`src/rtl/pong_game_sequencer.sv`:
```
// Frame-level pong controller: sequences serve/play/point/over phases, paces ball
// steps from the speed select, gates paddle pulses and keeps both scores.
module pong_game_sequencer #(
    parameter int WIN_SCORE    = 9,
    parameter int SERVE_FRAMES = 60,
    parameter int POINT_FRAMES = 30
) (
    input  logic       clk,
    input  logic       rst,
    input  logic       frame_tick,
    input  logic       left,
    input  logic       right,
    input  logic       score_reset,
    input  logic       speed_lsb,
    input  logic       speed_msb,
    input  logic       miss_left,
    input  logic       miss_right,
    output logic       ball_step,
    output logic       ball_hold,
    output logic       serve_dir,
    output logic       pad_left_up,
    output logic       pad_right_up,
    output logic [3:0] score_left,
    output logic [3:0] score_right,
    output logic       game_over,
    output logic [2:0] state
);

    typedef enum logic [2:0] {
        IDLE  = 3'd0,
        SERVE = 3'd1,
        PLAY  = 3'd2,
        POINT = 3'd3,
        OVER  = 3'd4
    } state_t;

    localparam logic [3:0] WIN     = 4'(WIN_SCORE);
    localparam logic [7:0] SERVE_N = 8'(SERVE_FRAMES);
    localparam logic [7:0] POINT_N = 8'(POINT_FRAMES);

    logic [2:0] left_sync, right_sync;
    logic [1:0] sr_sync;
    logic       left_rise, right_rise;

    state_t     state_q, state_d;
    logic [7:0] cnt_q, cnt_d;
    logic [3:0] score_l_q, score_l_d, score_r_q, score_r_d;
    logic       dir_q, dir_d;
    logic [1:0] rem_q, rem_d;
    logic       step_q, step_d, padl_q, padl_d, padr_q, padr_d;
    logic       hold_q, hold_d, over_q, over_d;

    // Bits [1:0] synchronise; bit [2] delays the synced level for edge detection.
    always_ff @(posedge clk) begin
        if (rst) begin
            left_sync  <= '0;
            right_sync <= '0;
            sr_sync    <= '0;
            left_rise  <= 1'b0;
            right_rise <= 1'b0;
        end else begin
            left_sync  <= {left_sync[1:0], left};
            right_sync <= {right_sync[1:0], right};
            sr_sync    <= {sr_sync[0], score_reset};
            left_rise  <= left_sync[1] & ~left_sync[2];
            right_rise <= right_sync[1] & ~right_sync[2];
        end
    end

    always_comb begin
        state_d   = state_q;
        cnt_d     = cnt_q;
        score_l_d = score_l_q;
        score_r_d = score_r_q;
        dir_d     = dir_q;
        rem_d     = rem_q;
        step_d    = 1'b0;
        padl_d    = 1'b0;
        padr_d    = 1'b0;
        case (state_q)
            IDLE: begin
                if (left_rise || right_rise) begin
                    state_d = SERVE;
                    cnt_d   = '0;
                end
            end
            SERVE: begin
                padl_d = frame_tick & left_sync[1];
                padr_d = frame_tick & right_sync[1];
                if (frame_tick) begin
                    if (cnt_q + 8'd1 == SERVE_N) begin
                        state_d = PLAY;
                        cnt_d   = '0;
                    end else begin
                        cnt_d = cnt_q + 8'd1;
                    end
                end
            end
            PLAY: begin
                padl_d = frame_tick & left_sync[1];
                padr_d = frame_tick & right_sync[1];
                if (miss_left || miss_right) begin
                    if (miss_left && score_r_q < WIN) score_r_d = score_r_q + 4'd1;
                    if (miss_right && score_l_q < WIN) score_l_d = score_l_q + 4'd1;
                    if (miss_left && !miss_right) dir_d = 1'b0;
                    if (miss_right && !miss_left) dir_d = 1'b1;
                    state_d = POINT;
                    cnt_d   = '0;
                    rem_d   = '0;
                end else if (rem_q != 2'd0) begin
                    // burst in progress: ticks arriving now are ignored
                    step_d = 1'b1;
                    rem_d  = rem_q - 2'd1;
                end else if (frame_tick) begin
                    step_d = 1'b1;
                    rem_d  = {speed_msb, speed_lsb};
                end
            end
            POINT: begin
                if (frame_tick) begin
                    if (cnt_q + 8'd1 == POINT_N) begin
                        cnt_d   = '0;
                        state_d = (score_l_q == WIN || score_r_q == WIN) ? OVER : SERVE;
                    end else begin
                        cnt_d = cnt_q + 8'd1;
                    end
                end
            end
            OVER: begin
                if (left_rise || right_rise) begin
                    score_l_d = '0;
                    score_r_d = '0;
                    cnt_d     = '0;
                    state_d   = SERVE;
                end
            end
            default: state_d = IDLE;
        endcase
        hold_d = !(state_d == PLAY || state_d == POINT);
        over_d = (state_d == OVER);
    end

    always_ff @(posedge clk) begin
        if (rst || sr_sync[1]) begin
            state_q   <= IDLE;
            cnt_q     <= '0;
            score_l_q <= '0;
            score_r_q <= '0;
            dir_q     <= 1'b1;
            rem_q     <= '0;
            step_q    <= 1'b0;
            padl_q    <= 1'b0;
            padr_q    <= 1'b0;
            hold_q    <= 1'b1;
            over_q    <= 1'b0;
        end else begin
            state_q   <= state_d;
            cnt_q     <= cnt_d;
            score_l_q <= score_l_d;
            score_r_q <= score_r_d;
            dir_q     <= dir_d;
            rem_q     <= rem_d;
            step_q    <= step_d;
            padl_q    <= padl_d;
            padr_q    <= padr_d;
            hold_q    <= hold_d;
            over_q    <= over_d;
        end
    end

    assign ball_step    = step_q;
    assign ball_hold    = hold_q;
    assign serve_dir    = dir_q;
    assign pad_left_up  = padl_q;
    assign pad_right_up = padr_q;
    assign score_left   = score_l_q;
    assign score_right  = score_r_q;
    assign game_over    = over_q;
    assign state        = state_q;

endmodule

```
`config.mk`:
```
export PLATFORM = sky130hd
export DESIGN_NAME = pong_game_sequencer
export DESIGN_NICKNAME = d
export VERILOG_FILES = /design/src/rtl/pong_game_sequencer.sv
export SDC_FILE = /design/constraint.sdc
export NUM_CORES = 1
export LEC_CHECK = 0
export CAP_MARGIN = 20
export CORE_MARGIN = 2
export CORE_UTILIZATION = 33
export DETAILED_ROUTE_END_ITERATION = 10
export GPL_ROUTABILITY_DRIVEN = 0
export PLACE_DENSITY = 0.58
export SKIP_CTS_REPAIR_TIMING = 1
export SYNTH_ARGS = -nofsm -noshare
export SYNTH_HDL_FRONTEND = slang
export SYNTH_SLANG_ARGS = --single-unit
```
`constraint.sdc`:
```
create_clock -name clk -period 3.85 [get_ports clk]
set_input_delay 0.77 -clock clk [delete_from_list [all_inputs] [get_ports clk]]
set_output_delay 0.77 -clock clk [all_outputs]
set_load 0.01 [all_outputs]
```
==> out/metrics.cfg <==
[floorplan]
die-area_um2=6110
core_area_um2=5410
start_util_pct=33.6
fp-row-count=27
die_x_um=78.2
die_h_um=78.2
io_pins=27

[power]
p_sw_uw=172
power.density_nw_per_um2=346
clockPowerShare_pct=45.2
p_seq_share_pct=49.6
p_comb_share_pct=5.1
p_int_uw=618
leakage_uw=0.000831
ir_drop_v=0.000224
p_sw_share_pct=21.7

[final_layout]
nets=244
utilization_pct=42.2
mostFrequentLayoutCell=dfxtp_1
layout_common_cells=dfxtp_1, clkdlybuf4s50_1, inv_1, nor2_1
antennaDiodeCount=0
synthToLayoutAreaGrowth_pct=25.7
stdcell_count=296
layout-drive-gt1-share_pct=9.82
nFillCells=574

[route]
routed_wirelength_um=3640
drt-initial-drc-count=62
drc=0
wl_met3_um=189
post_drt_wl_per_cell_um=12.3
firstDrtPassIters=4
ant_nets=0
vias_per_cell=4.98
wl_met2_um=1610
drt-met1-wl_um=1780
dr_total_vias=1475
top_layer=met4

[global_routing]
grt_max_degree=19
grt_use_total_pct=13.5
grt_pass1_vias=1375
grt_pass1_wl_um=6480
grt-ovfl-total=0
antenna_found_initial=0

[timing]
slew_violations=0
rsz0062_at_grt=false
setup_viol=0
max_slew_margin_pct=42.0
finalCriticalPeriod_ns=2.60
fin_setup_tns_ns=0
period_share_pct=67.5
max_freq_mhz=385
clock_skew_ns=0.00602
holdWs_ns=0.382
hold_viol=0
tightest_slew_ns=0.860

[logic_synthesis]
syn_area_um2=1820
yosysSeqAreaShare_pct=40.8
synth_ff_type=dfxtp_1
ys_types=49
synth_nets=213
synth-seq-cells=37
avgSynthCellArea_um2=9.46
synth_edf_count=0
syn_inst=192
async_reset_ff_share_pct=0
yosys_warnings=0

[clock_network]
numCtsBuffers=5
htree_levels=2
cts_tree=yes
clockBufferDepth=2
path_clk_slew_ns=0.08
clock_sinks=37
clock_latency_ns=0.29
root_buffer=clkbuf_8

[critical_path]
cp.required_ns=4.09
worstPathArrival_ns=2.84
critPathKind=in -> reg
crit_path_start_kind=input port
crit_path_end_kind=flop
crit_fanout=4

[placement]
hpwl_um=2700
dp_cells=288
port_buffers=26

[flow_run]
max-cap-violations=0

[min_path]
hold_class=reg -> reg

[run_status]
status=complete, no violations

[final timing paths]
kind / startpoint / end / slack [ns] / depth (start not counted)
min: right_sync[2] / right_rise / 0.38 / 1
min reg2reg: right_sync[2] / right_rise / 0.38 / 1
max reg2reg: state[1] / cnt_q[6] / 1.65 / 5
max: miss_left / cnt_q[5] / 1.25 / 8
[synthesized netlist by cell type, types with 3 or more instances]
| master | count | share of area [%] |
|---|---|---|
| nor2b_1 | 12 | 4.1 |
| ha_1 | 11 | 7.6 |
| xnor2_1 | 5 | 2.4 |
| a311oi_1 | 4 | 1.9 |
| inv_1 | 15 | 3.1 |
| dfxtp_1 | 37 | 41 |
| nor2_1 | 15 | 3.1 |
| mux2i_1 | 3 | 1.7 |
| a21oi_1 | 8 | 2.2 |
| a21o_1 | 3 | 1.2 |
| o21ai_0 | 4 | 1.1 |
| nand3_1 | 8 | 2.2 |
| o31ai_1 | 3 | 1.2 |
| nand2b_1 | 4 | 1.4 |
| nand2_1 | 12 | 2.5 |
| clkbuf_1 | 3 | 0.62 |
[registers in the layout (all words and copies together), names as in the netlist]
| name | cells |
|---|---|
| pad_left_up | 1 |
| serve_dir | 1 |
| game_over | 1 |
| state | 3 |
| score_right | 4 |
| sr_sync | 2 |
| pad_right_up | 1 |
| score_left | 4 |
| rem_q | 2 |
| cnt_q | 8 |
| right_sync | 3 |
| ball_step | 1 |
| ball_hold | 1 |
| right_rise | 1 |
| left_sync | 3 |
| left_rise | 1 |
[final cells by class]
type                            count  area (um2)  share of cell area [%]
Clock buffer                        6        82.6                    3.62
Clock inverter                      2        37.5                    1.64
Inverter                           15        56.3                    2.47
Multi-Input combinational cell    137        1010                    44.2
Sequential cell                    37         741                    32.4
Tap cell                           72        90.1                    3.95
Timing Repair Buffer               27         268                    11.7
[kinds of logic (layout without fill, tap and decap cells)]
logic type | after synthesis | count (layout) | share of synthesized area (%)
xor+xnor | 7 | 7 | 3.79
buf+inv | 18 | 50 | 3.72
simple gates | 69 | 69 | 21.8
flops | 37 | 37 | 40.8
fa+ha+maj | 11 | 11 | 7.58
compound gates | 47 | 47 | 20.7
mux | 3 | 3 | 1.65
[critical path, cell delays in order]
cell	delay (ns)
clkdlybuf4s50_1	0.45
inv_1	0.06
ha_1	0.24
or4b_1	0.51
o31ai_1	0.13
a21oi_2	0.08
or4_1	0.50
nand3_1	0.09
[layer usage]
layer,vias to the layer above,global-route usage (%)
met4,0,5.44
met5,-,0
met2,30,20.3
li1,757,-
met1,682,18.0
met3,6,4.14
[through the flow]
step           total power (uW)  cell area [um2]  setup slack (ns)
2_1_floorplan               423             1820              1.53
3_3_place_gp                442             2160             0.957
3_5_place_dp                442             2160             0.953
4_1_cts                     799             2280              1.25
5_1_grt                     826             2280              1.12
6_report                    789             2280              1.25
[power groups by stage]
stage / Sequential, uW / Clock, uW / Combinational [uW]
after CTS: 392 / 366 / 41.3
after global placement: 401 / 0 / 41.4
final: 392 / 357 / 40.6
after detailed placement: 401 / 0 / 41.2
after floorplan: 399 / 0 / 24.0
after global routing: 393 / 386 / 46.8
Note: power is estimated with default switching activity, not from simulation.
